--- src/rtl/mem_port_master.sv ---
// -----------------------------------------------------------------------------
// mem_port_master
// Purpose: sequences one cache-miss service against a slow line-wide memory:
//          an optional dirty-line write-back, a one-cycle turnaround gap, then
//          an optional refill read, followed by a one-cycle completion pulse.
//          Each memory command is guarded by a TIMEOUT-cycle wait counter; an
//          expired command aborts the whole request with resp_err.
// Ports:
//   clk, rst                 clock and asynchronous active-high reset
//   req_valid / req_ready    request handshake (ready only while idle)
//   req_wb, req_rd           write-back / refill required
//   req_wb_addr, req_rd_addr line addresses [31:4]
//   req_wb_data              victim line
//   resp_valid               one-cycle completion pulse
//   resp_data                refill line (0 for write-only or aborted requests)
//   resp_err                 qualifies resp_valid: request aborted on timeout
//   mem_read, mem_write      registered memory commands (mutually exclusive)
//   mem_addr, mem_wdata      registered command address / write data
//   mem_rdata, mem_ready     memory read data / command completion
// -----------------------------------------------------------------------------
module mem_port_master #(
  parameter int TIMEOUT = 64
) (
  input  logic         clk,
  input  logic         rst,
  input  logic         req_valid,
  output logic         req_ready,
  input  logic         req_wb,
  input  logic         req_rd,
  input  logic [27:0]  req_wb_addr,
  input  logic [27:0]  req_rd_addr,
  input  logic [127:0] req_wb_data,
  output logic         resp_valid,
  output logic [127:0] resp_data,
  output logic         resp_err,
  output logic         mem_read,
  output logic         mem_write,
  output logic [27:0]  mem_addr,
  output logic [127:0] mem_wdata,
  input  logic [127:0] mem_rdata,
  input  logic         mem_ready
);

  localparam int CW = $clog2(TIMEOUT + 1);

  typedef enum logic [2:0] {
    S_IDLE,
    S_WB,
    S_GAP,
    S_RD,
    S_DONE
  } state_t;

  state_t         r_state;
  state_t         w_state_next;

  logic           r_rd_pend;
  logic [27:0]    r_rd_addr;
  logic [CW-1:0]  r_cnt;
  logic           r_mem_read;
  logic           r_mem_write;
  logic [27:0]    r_mem_addr;
  logic [127:0]   r_mem_wdata;
  logic           r_resp_valid;
  logic           r_resp_err;
  logic [127:0]   r_resp_data;

  logic           w_accept;
  logic           w_cnt_last;
  logic           w_timeout;
  logic           w_rd_hit;
  logic           w_cmd_state;
  logic           w_cmd_entry;

  assign w_accept    = req_valid && (r_state == S_IDLE);
  // The command times out on the edge where the counter would reach TIMEOUT,
  // so a command is driven for at most TIMEOUT cycles. A ready on that very
  // last cycle still counts as a successful completion.
  assign w_cnt_last  = (r_cnt == CW'(TIMEOUT - 1));
  assign w_cmd_state = (r_state == S_WB) || (r_state == S_RD);
  assign w_cmd_entry = (w_state_next != r_state) &&
                       ((w_state_next == S_WB) || (w_state_next == S_RD));

  always_ff @(posedge clk or posedge rst) begin
    if (rst) begin
      r_state <= S_IDLE;
    end else begin
      r_state <= w_state_next;
    end
  end

  always_comb begin
    w_state_next = r_state;
    w_timeout    = 1'b0;
    w_rd_hit     = 1'b0;
    case (r_state)
      S_IDLE: begin
        if (w_accept) begin
          if (req_wb)      w_state_next = S_WB;
          else if (req_rd) w_state_next = S_RD;
          else             w_state_next = S_DONE;
        end
      end
      S_WB: begin
        if (mem_ready) begin
          w_state_next = r_rd_pend ? S_GAP : S_DONE;
        end else if (w_cnt_last) begin
          // Abort skips any pending refill.
          w_state_next = S_DONE;
          w_timeout    = 1'b1;
        end
      end
      S_GAP: begin
        w_state_next = S_RD;
      end
      S_RD: begin
        if (mem_ready) begin
          w_state_next = S_DONE;
          w_rd_hit     = 1'b1;
        end else if (w_cnt_last) begin
          w_state_next = S_DONE;
          w_timeout    = 1'b1;
        end
      end
      S_DONE: begin
        w_state_next = S_IDLE;
      end
      default: begin
        w_state_next = S_IDLE;
      end
    endcase
  end

  // Memory-side outputs are registered from the next state so they line up
  // exactly with the state they describe.
  always_ff @(posedge clk or posedge rst) begin
    if (rst) begin
      r_rd_pend    <= 1'b0;
      r_rd_addr    <= '0;
      r_cnt        <= '0;
      r_mem_read   <= 1'b0;
      r_mem_write  <= 1'b0;
      r_mem_addr   <= '0;
      r_mem_wdata  <= '0;
      r_resp_valid <= 1'b0;
      r_resp_err   <= 1'b0;
      r_resp_data  <= '0;
    end else begin
      if (w_accept) begin
        r_rd_pend   <= req_rd;
        r_rd_addr   <= req_rd_addr;
        r_resp_data <= '0;
        if (req_wb) begin
          r_mem_wdata <= req_wb_data;
        end
      end

      if (w_rd_hit) begin
        r_resp_data <= mem_rdata;
      end

      if (w_cmd_entry) begin
        r_cnt <= '0;
      end else if (w_cmd_state && !mem_ready) begin
        r_cnt <= r_cnt + 1'b1;
      end

      r_mem_write <= (w_state_next == S_WB);
      r_mem_read  <= (w_state_next == S_RD);

      // On entry from IDLE the latched copies are not yet valid, so the
      // address is taken straight from the request inputs at the accept edge.
      case (w_state_next)
        S_WB:    r_mem_addr <= (r_state == S_IDLE) ? req_wb_addr : r_mem_addr;
        S_RD:    r_mem_addr <= (r_state == S_IDLE) ? req_rd_addr : r_rd_addr;
        default: r_mem_addr <= '0;
      endcase

      r_resp_valid <= (w_state_next == S_DONE);
      r_resp_err   <= w_timeout;
    end
  end

  assign req_ready  = (r_state == S_IDLE);
  assign resp_valid = r_resp_valid;
  assign resp_err   = r_resp_err;
  assign resp_data  = r_resp_data;
  assign mem_read   = r_mem_read;
  assign mem_write  = r_mem_write;
  assign mem_addr   = r_mem_addr;
  assign mem_wdata  = r_mem_wdata;

endmodule

--- config.mk ---
export PLATFORM = sky130hd
export DESIGN_NAME = mem_port_master
export DESIGN_NICKNAME = d
export VERILOG_FILES = /design/src/rtl/mem_port_master.sv
export SDC_FILE = /design/constraint.sdc
export NUM_CORES = 1
export LEC_CHECK = 0
export ABC_AREA = 1
export BUFFER_PORTS_ARGS = -buffer_cell sky130_fd_sc_hd__buf_2
export CORE_AREA = 2 2 238 240
export CTS_BUF_LIST = sky130_fd_sc_hd__clkbuf_4
export DETAILED_ROUTE_END_ITERATION = 10
export DIE_AREA = 0 0 240 242
export GPL_TIMING_DRIVEN = 0
export PLACE_DENSITY = 0.46
export SLEW_MARGIN = 10
export SYNTH_ARGS = -nofsm -noshare
export SYNTH_HDL_FRONTEND = slang
export SYNTH_SLANG_ARGS = --single-unit
--- constraint.sdc ---
create_clock -name clk -period 12.5 [get_ports clk]
set_input_delay 2.5 -clock clk [delete_from_list [all_inputs] [get_ports clk]]
set_output_delay 2.5 -clock clk [all_outputs]
set_load 0.02 [all_outputs]
==> results of run 1 <==
-- cell usage after synthesis, types with 3 or more instances --
cell type,number
sky130_fd_sc_hd__a21oi_1,30
sky130_fd_sc_hd__nand2_1,258
sky130_fd_sc_hd__buf_2,25
sky130_fd_sc_hd__inv_1,45
sky130_fd_sc_hd__nand3_1,264
sky130_fd_sc_hd__mux2_2,128
sky130_fd_sc_hd__or2_2,27
sky130_fd_sc_hd__nor2_1,46
sky130_fd_sc_hd__dfrtp_1,327
sky130_fd_sc_hd__clkbuf_1,39
sky130_fd_sc_hd__nand4_1,4
sky130_fd_sc_hd__nor2_4,3
sky130_fd_sc_hd__buf_6,4
sky130_fd_sc_hd__buf_4,12
sky130_fd_sc_hd__xor2_1,5
sky130_fd_sc_hd__buf_1,13
sky130_fd_sc_hd__o21ai_0,58
-- state kept, by name, summed over array words and instances (netlist names) --
| name | cells |
|---|---|
| mem_wdata | 128 |
| resp_data | 128 |
| mem_addr | 28 |
| r_rd_addr | 28 |
| r_cnt | 7 |
| r_state | 3 |
| mem_read | 1 |
| mem_write | 1 |
| r_rd_pend | 1 |
| resp_err | 1 |
| resp_valid | 1 |
-- routing by layer --
layer / track usage [%] / up-vias / part of all wire (%)
met2: 27.7 / 496 / 48
li1: - / 5816 / -
met1: 18.6 / 5863 / 39
met5: 0 / - / 0.19
met4: 6.12 / 14 / 2.3
met3: 7.63 / 93 / 10
-- worst min-delay path, delay by kind of cell (launching register included) --
kind | cells | cell delay [ns]
simple gates | 1 | 0.05
flops | 1 | 0.34
compound gates | 1 | 0.06
-- stage by stage --
step | util (%) | hold WS, ns | worst slack, ns | setup TNS (ns) | std cells
global placement | 31.3 | 0.469 | -3.43 | -1107.95 | 2657
CTS | 33.6 | 0.489 | 7.29 | 0 | 2821
floorplan | - | 0.453 | 0.945 | 0 | 1296
finish | 33.7 | 0.483 | 7.44 | 0 | 2839
detailed placement | 31.5 | 0.473 | 8.12 | 0 | 2660
global route | 33.7 | 0.505 | 7.14 | 0 | 2832
-- logic make-up (layout without fill, tap and decap cells) --
group,count (synthesis),count (layout),synth area share (%)
and+or+nand+nor,607,607,20.3
adders and majority gates,1,1,0.0927
buffers and inverters,139,908,4.66
DFF,327,327,60.7
muxes,128,128,10.7
other,0,18,0
xor gates and xnor gates,5,5,0.325
AOI/OAI and AO/OA,89,89,3.30
-- power breakdown --
| group | switching (mW) | internal, mW |
|---|---|---|
| clock | 0.466 | 0.553 |
| sequential | 0.212 | 1.45 |
| combinational | 1.16 | 0.657 |
| total | 1.84 | 2.66 |
-- final timing paths --
kind                                   start            end  slack (ns)  cells after the start
worst max-delay path              r_state[2]      req_ready        7.44                      6
worst min-delay path            r_rd_addr[0]   r_rd_addr[0]        0.48                      2
worst max register to register    r_state[2]  resp_data[15]       10.29                      7
worst min register to register  r_rd_addr[0]   r_rd_addr[0]        0.48                      2
max in group asynchronous                rst  mem_wdata[60]        9.46                      4
min in group asynchronous                rst  resp_data[23]        1.75                      2
-- layout make-up --
type	instances	area [sq um]	area share, %
plain buffers	93	455	2.42
diodes	18	45.0	0.240
well taps	756	946	5.03
multi-input cells	830	4680	24.9
clock inverters	19	130	0.692
repair buffers	608	3110	16.5
inverters	46	180	0.959
flip-flops and latches	327	8180	43.5
clock buffers	142	1070	5.67
==> flow_results.xml, run 1 <==
<?xml version="1.0" encoding="UTF-8"?>
<metrics>
  <group name="setup_path">
    <metric name="critical-path-top-cell-by-count" unit="">sky130_fd_sc_hd__buf_2</metric>
    <metric name="worstPathBufferInverterCount" unit="">4</metric>
    <metric name="path_max_fanout" unit="">10</metric>
    <metric name="max_incr_delay_on_cp" unit="ns">0.48</metric>
    <metric name="worst-endpoint-arrival" unit="ns">2.56</metric>
    <metric name="timing.critical_path.cells" unit="">nor2_4 &gt; nand2_1 &gt; buf_2 &gt; clkbuf_1 &gt; inv_1 &gt; buf_2</metric>
    <metric name="critical_path.endpoint_type" unit="">output pin</metric>
    <metric name="worst_setup_path_start_kind" unit="">flip-flop</metric>
    <metric name="critPathTopFamily" unit="">buffers and inverters</metric>
    <metric name="required_arrival_time_at_the_worst_endpoint" unit="ns">10.00</metric>
    <metric name="cpMaxStageDelayCell" unit="">sky130_fd_sc_hd__dfrtp_1</metric>
    <metric name="setup.worst_path.class" unit="">reg -&gt; out</metric>
  </group>
  <group name="clock_tree">
    <metric name="cts_setup_buffers" unit="">0</metric>
    <metric name="maximum_root_to_sink_buffer_count" unit="">3</metric>
    <metric name="tritoncts.num_buffers" unit="">92</metric>
    <metric name="cts.sink_count" unit="">327</metric>
    <metric name="cts_root_buf" unit="">sky130_fd_sc_hd__clkbuf_4</metric>
    <metric name="cts.hold.buffers_added" unit="">0</metric>
    <metric name="tritoncts_clock_tree" unit="">built</metric>
    <metric name="worst_skew_pair.late_latency" unit="ns">0.81</metric>
    <metric name="clk_pin_slew_worst_paths" unit="ns">0.06</metric>
    <metric name="post_cts_resize_count" unit="">0</metric>
    <metric name="ctsHtreeMaxLevel" unit="">3</metric>
  </group>
  <group name="drt">
    <metric name="total_routed_length" unit="um">49500</metric>
    <metric name="drt_first_iter_violations" unit="">516</metric>
    <metric name="via_per_inst" unit="">4.33</metric>
    <metric name="remaining_drc_errors" unit="">0</metric>
    <metric name="routedWlPerCell" unit="um">17.4</metric>
    <metric name="vias" unit="">12282</metric>
    <metric name="first_pass_iters" unit="">7</metric>
    <metric name="postRouteAntennaNets" unit="">0</metric>
  </group>
  <group name="sta">
    <metric name="hold_viol" unit="">0</metric>
    <metric name="min_period" unit="ns">5.06</metric>
    <metric name="finalCritPeriodShare" unit="%">40.5</metric>
    <metric name="timing_worst_slew_pin_value" unit="ns">0.861</metric>
    <metric name="final.setup_skew" unit="ns">0.0583</metric>
    <metric name="setup-violations-final" unit="">0</metric>
    <metric name="slew_viol_final" unit="">0</metric>
    <metric name="max_freq" unit="MHz">198</metric>
    <metric name="slew-limit-headroom" unit="%">42.6</metric>
    <metric name="grt_setup_unrepaired" unit="">no</metric>
  </group>
  <group name="floorplan">
    <metric name="row_count" unit="">87</metric>
    <metric name="die_width" unit="um">240</metric>
    <metric name="design.portCount" unit="">607</metric>
    <metric name="initial_core_util" unit="%">24.2</metric>
    <metric name="core_area" unit="sq mm">0.0557</metric>
    <metric name="die-area" unit="sq mm">0.0581</metric>
    <metric name="die-height" unit="um">242</metric>
  </group>
  <group name="global_routing">
    <metric name="grt_pass1_wl" unit="um">74000</metric>
    <metric name="largest_net_degree_at_the_start_of_global_routing" unit="">100</metric>
    <metric name="grt_pass1_vias" unit="">12501</metric>
    <metric name="grt_use_total" unit="%">16.7</metric>
    <metric name="antenna_found_initial" unit="">20</metric>
    <metric name="grt_remaining_overflow" unit="">0</metric>
  </group>
  <group name="logic_synthesis">
    <metric name="yosysSeqAreaShare" unit="%">60.7</metric>
    <metric name="yosys.cell_types.count" unit="">25</metric>
    <metric name="synth.net_count" unit="">1615</metric>
    <metric name="cell_type_contributing_the_most_total_cell_area_after_synthesis" unit="">sky130_fd_sc_hd__dfrtp_1</metric>
    <metric name="syn-cell-area" unit="sq mm">0.0135</metric>
    <metric name="post_synth_main_area_contributors" unit="">sky130_fd_sc_hd__dfrtp_1, sky130_fd_sc_hd__mux2_2, sky130_fd_sc_hd__nand3_1, sky130_fd_sc_hd__nand2_1, sky130_fd_sc_hd__o21ai_0</metric>
    <metric name="syn-instance-count" unit="">1296</metric>
    <metric name="synth-main-ff-cell" unit="">sky130_fd_sc_hd__dfrtp_1</metric>
    <metric name="postSynthRegisterBits" unit="">327</metric>
    <metric name="synth_area_per_cell" unit="sq um">10.4</metric>
    <metric name="area_share_of_the_largest_cell_type_after_synthesis" unit="%">60.7</metric>
    <metric name="synth-edff-count" unit="">0</metric>
    <metric name="yosysWarnings" unit="">0</metric>
    <metric name="synthArstFlopShare" unit="%">100</metric>
  </group>
  <group name="finish">
    <metric name="finalNetCount" unit="">2317</metric>
    <metric name="final_area" unit="sq mm">0.0188</metric>
    <metric name="final.fill_count" unit="">6008</metric>
    <metric name="layout.cells.most_common_list" unit="">sky130_fd_sc_hd__buf_2, sky130_fd_sc_hd__dfrtp_1, sky130_fd_sc_hd__nand3_1, sky130_fd_sc_hd__nand2_1, sky130_fd_sc_hd__clkbuf_4</metric>
    <metric name="final_common_cell" unit="">sky130_fd_sc_hd__buf_2</metric>
    <metric name="drive_above_1_share" unit="%">46.4</metric>
    <metric name="flow.area_growth_from_synthesis" unit="%">39.3</metric>
  </group>
  <group name="placed_design">
    <metric name="globalplace.congestion" unit="">0.871</metric>
    <metric name="dp.final_hpwl" unit="um">38200</metric>
    <metric name="placement.cell_area" unit="sq mm">0.0176</metric>
    <metric name="port-buffer-count" unit="">605</metric>
  </group>
  <group name="pwr">
    <metric name="ir_drop" unit="mV">0.0789</metric>
    <metric name="overall_power_of_the_completed_layout" unit="mW">4.50</metric>
    <metric name="power_leakage" unit="nW">10.2</metric>
    <metric name="power_density" unit="mW/mm^2">239</metric>
  </group>
  <group name="run_status">
    <metric name="status" unit="">finished, final reports clean</metric>
  </group>
  <group name="run">
    <metric name="max_cap_violations" unit="">0</metric>
  </group>
  <group name="worst_hold_path">
    <metric name="hp-class" unit="">reg -&gt; reg</metric>
  </group>
</metrics>
Note: power is estimated with default switching activity, not from simulation.
==> inputs of run 2 (changes only) <==
--- a/config.mk
+++ b/config.mk
@@ -12,7 +12,7 @@
 export DETAILED_ROUTE_END_ITERATION = 10
 export DIE_AREA = 0 0 240 242
 export GPL_TIMING_DRIVEN = 0
-export PLACE_DENSITY = 0.46
+export PLACE_DENSITY = 0.48
 export SLEW_MARGIN = 10
 export SYNTH_ARGS = -nofsm -noshare
 export SYNTH_HDL_FRONTEND = slang
==> constraint.sdc (replaced) <==
create_clock -name clk -period 4.35 [get_ports clk]
set_input_delay 0.87 -clock clk [delete_from_list [all_inputs] [get_ports clk]]
set_output_delay 0.87 -clock clk [all_outputs]
set_load 0.02 [all_outputs]
==> run 2 against run 1 <==
Register-to-register slack got worse by 8.2 ns; global-route usage is 0.34 points lower; sequential share of layout area fell by 0.21 points; largest power group unchanged; highest routed layer unchanged.
==> flow_results.xml, run 2 (same netlist as run 1, synthesis figures left out) <==
<?xml version="1.0" encoding="UTF-8"?>
<metrics>
  <group name="pwr">
    <metric name="power.net_switching" unit="mW">5.27</metric>
    <metric name="power_leakage" unit="nW">10.3</metric>
    <metric name="power.switching_fraction" unit="%">41.0</metric>
    <metric name="power_frac_seq" unit="%">36.9</metric>
    <metric name="cell_internal_pwr" unit="mW">7.59</metric>
    <metric name="power_density" unit="mW/mm^2">681</metric>
    <metric name="ir_drop" unit="mV">0.228</metric>
    <metric name="share_clk_of_total_power" unit="%">22.6</metric>
    <metric name="share_comb_of_total_power" unit="%">40.5</metric>
  </group>
  <group name="drt">
    <metric name="total_routed_length" unit="um">48400</metric>
    <metric name="vias" unit="">12264</metric>
    <metric name="routedWlPerCell" unit="um">17.0</metric>
    <metric name="postRouteAntennaNets" unit="">0</metric>
    <metric name="drt_first_iter_violations" unit="">504</metric>
    <metric name="via_per_inst" unit="">4.32</metric>
    <metric name="first_pass_iters" unit="">5</metric>
    <metric name="remaining_drc_errors" unit="">0</metric>
  </group>
  <group name="placed_design">
    <metric name="globalplace.congestion" unit="">0.843</metric>
    <metric name="dp.final_hpwl" unit="um">37900</metric>
    <metric name="placed_cells" unit="">2667</metric>
    <metric name="port-buffer-count" unit="">605</metric>
    <metric name="place_worst_setup_slack" unit="ns">1.52</metric>
  </group>
  <group name="run_status">
    <metric name="status" unit="">finished, final reports clean</metric>
  </group>
  <group name="setup_path">
    <metric name="required_arrival_time_at_the_worst_endpoint" unit="ns">3.48</metric>
    <metric name="reg2reg_setup_slack" unit="ns">2.10</metric>
    <metric name="setup.worst_path.class" unit="">reg -&gt; out</metric>
    <metric name="worst_setup_path_start_kind" unit="">flip-flop</metric>
    <metric name="critical_path.endpoint" unit="">req_ready</metric>
    <metric name="worstReg2RegEnd" unit="">resp_data[107]</metric>
    <metric name="worst_r2r_startpoint" unit="">r_state[0]</metric>
    <metric name="timing.critical_path.from" unit="">r_state[0]</metric>
    <metric name="path_max_fanout" unit="">10</metric>
    <metric name="ff2ff_path_depth" unit="">6</metric>
    <metric name="worst-endpoint-arrival" unit="ns">2.51</metric>
    <metric name="critical_path.endpoint_type" unit="">output pin</metric>
  </group>
  <group name="sta">
    <metric name="final_critical_path_setup_slack" unit="ns">0.972</metric>
    <metric name="fin_setup_tns" unit="ns">0</metric>
    <metric name="max_freq" unit="MHz">296</metric>
    <metric name="timing_worst_slew_pin_value" unit="ns">0.989</metric>
    <metric name="hold_viol" unit="">0</metric>
    <metric name="min_period" unit="ns">3.38</metric>
    <metric name="final.setup_skew" unit="ns">0.0813</metric>
    <metric name="slew-limit-headroom" unit="%">34.0</metric>
    <metric name="slew_viol_final" unit="">0</metric>
    <metric name="setup-violations-final" unit="">0</metric>
    <metric name="finalCritPeriodShare" unit="%">77.7</metric>
    <metric name="grt_setup_unrepaired" unit="">no</metric>
  </group>
  <group name="finish">
    <metric name="flow.area_growth_from_synthesis" unit="%">40.0</metric>
    <metric name="drive_above_1_share" unit="%">46.6</metric>
    <metric name="utilization" unit="%">33.9</metric>
    <metric name="layout.cells.most_common_list" unit="">sky130_fd_sc_hd__buf_2, sky130_fd_sc_hd__dfrtp_1, sky130_fd_sc_hd__nand3_1, sky130_fd_sc_hd__nand2_1, sky130_fd_sc_hd__clkbuf_4</metric>
    <metric name="final_common_cell" unit="">sky130_fd_sc_hd__buf_2</metric>
    <metric name="finish.cell_count_without_fillers" unit="">2840</metric>
    <metric name="finalNetCount" unit="">2327</metric>
  </group>
  <group name="clock_tree">
    <metric name="cts_root_buf" unit="">sky130_fd_sc_hd__clkbuf_4</metric>
    <metric name="worst_skew_pair.late_latency" unit="ns">0.82</metric>
    <metric name="tritoncts.num_buffers" unit="">95</metric>
    <metric name="cts.sink_count" unit="">327</metric>
    <metric name="cts_setup_buffers" unit="">0</metric>
    <metric name="post_cts_resize_count" unit="">0</metric>
    <metric name="ctsHtreeMaxLevel" unit="">3</metric>
    <metric name="cts.hold.buffers_added" unit="">0</metric>
    <metric name="clk_pin_slew_worst_paths" unit="ns">0.08</metric>
    <metric name="tritoncts_clock_tree" unit="">built</metric>
    <metric name="maximum_root_to_sink_buffer_count" unit="">3</metric>
  </group>
  <group name="floorplan">
    <metric name="die-height" unit="um">242</metric>
    <metric name="initial_core_util" unit="%">24.2</metric>
    <metric name="design.portCount" unit="">607</metric>
    <metric name="core_area" unit="sq mm">0.0557</metric>
    <metric name="row_count" unit="">87</metric>
    <metric name="die-area" unit="sq mm">0.0581</metric>
    <metric name="die_width" unit="um">240</metric>
  </group>
  <group name="global_routing">
    <metric name="largest_net_degree_at_the_start_of_global_routing" unit="">37</metric>
    <metric name="antenna_found_initial" unit="">18</metric>
    <metric name="grt_pass1_wl" unit="um">73100</metric>
    <metric name="grt_pass1_vias" unit="">12729</metric>
    <metric name="grt_use_total" unit="%">16.3</metric>
    <metric name="grt_remaining_overflow" unit="">0</metric>
  </group>
  <group name="worst_hold_path">
    <metric name="hp-class" unit="">in -&gt; async</metric>
  </group>
  <group name="run">
    <metric name="max_cap_violations" unit="">0</metric>
  </group>
</metrics>
[run 2: power groups by stage]
stage | Sequential (mW) | Combinational [mW] | Clock, mW
after floorplan | 5.94 | 2.07 | 0
after CTS | 4.76 | 5.30 | 3.05
after global routing | 4.90 | 5.70 | 3.19
final | 4.75 | 5.22 | 2.90
after global placement | 4.78 | 5.24 | 0
after detailed placement | 4.80 | 5.30 | 0
[run 2: per-stage QoR]
| step | cell area [sq um] | total power [mW] | hold slack (ns) |
|---|---|---|---|
| floorplan | 13500 | 8.02 | 0.453 |
| global placement | 17500 | 10.0 | 0.468 |
| detailed placement | 17700 | 10.1 | 0.475 |
| CTS | 18900 | 13.1 | 0.0577 |
| global route | 18900 | 13.8 | 0.165 |
| finish | 18900 | 12.9 | 0.193 |
[run 2: area by class of cell]
cell class | instances | area [sq um]
timing repair buffer | 615 | 3230
sequential | 327 | 8180
clock buffer | 140 | 1050
antenna | 6 | 15.0
multi-input combinational | 830 | 4680
tap | 756 | 946
fill | 5887 | 36800
buffer | 93 | 455
inverter | 46 | 176
clock inverter | 27 | 151
[run 2: worst min-delay path by stage]
stage             startpoint            end  slack, ns  depth (start not counted)
2_1_floorplan   r_rd_addr[0]   r_rd_addr[0]       0.45                          2
3_3_place_gp   r_rd_addr[24]  r_rd_addr[24]       0.47                          2
3_5_place_dp   r_rd_addr[20]  r_rd_addr[20]       0.47                          2
4_1_cts                  rst  resp_data[88]       0.06                          2
5_1_grt                  rst  resp_data[89]       0.17                          2
6_report                 rst  resp_data[88]       0.19                          2
[run 2: per-layer routing]
layer	GRT usage (%)	up-vias	part of all wire, %
li1	-	5812	-
met1	18.1	5839	38
met2	28.1	501	50
met3	5.71	98	9.4
met4	7.00	14	2.5
met5	0	-	0.17
[run 2: worst max-delay path, stage by stage, from the launching register on]
cell and delay (ns):
sky130_fd_sc_hd__dfrtp_1 0.46, sky130_fd_sc_hd__inv_2 0.10, sky130_fd_sc_hd__nand2_1 0.19, sky130_fd_sc_hd__buf_2 0.24, sky130_fd_sc_hd__clkbuf_1 0.37, sky130_fd_sc_hd__inv_1 0.14
sky130_fd_sc_hd__buf_2 0.19
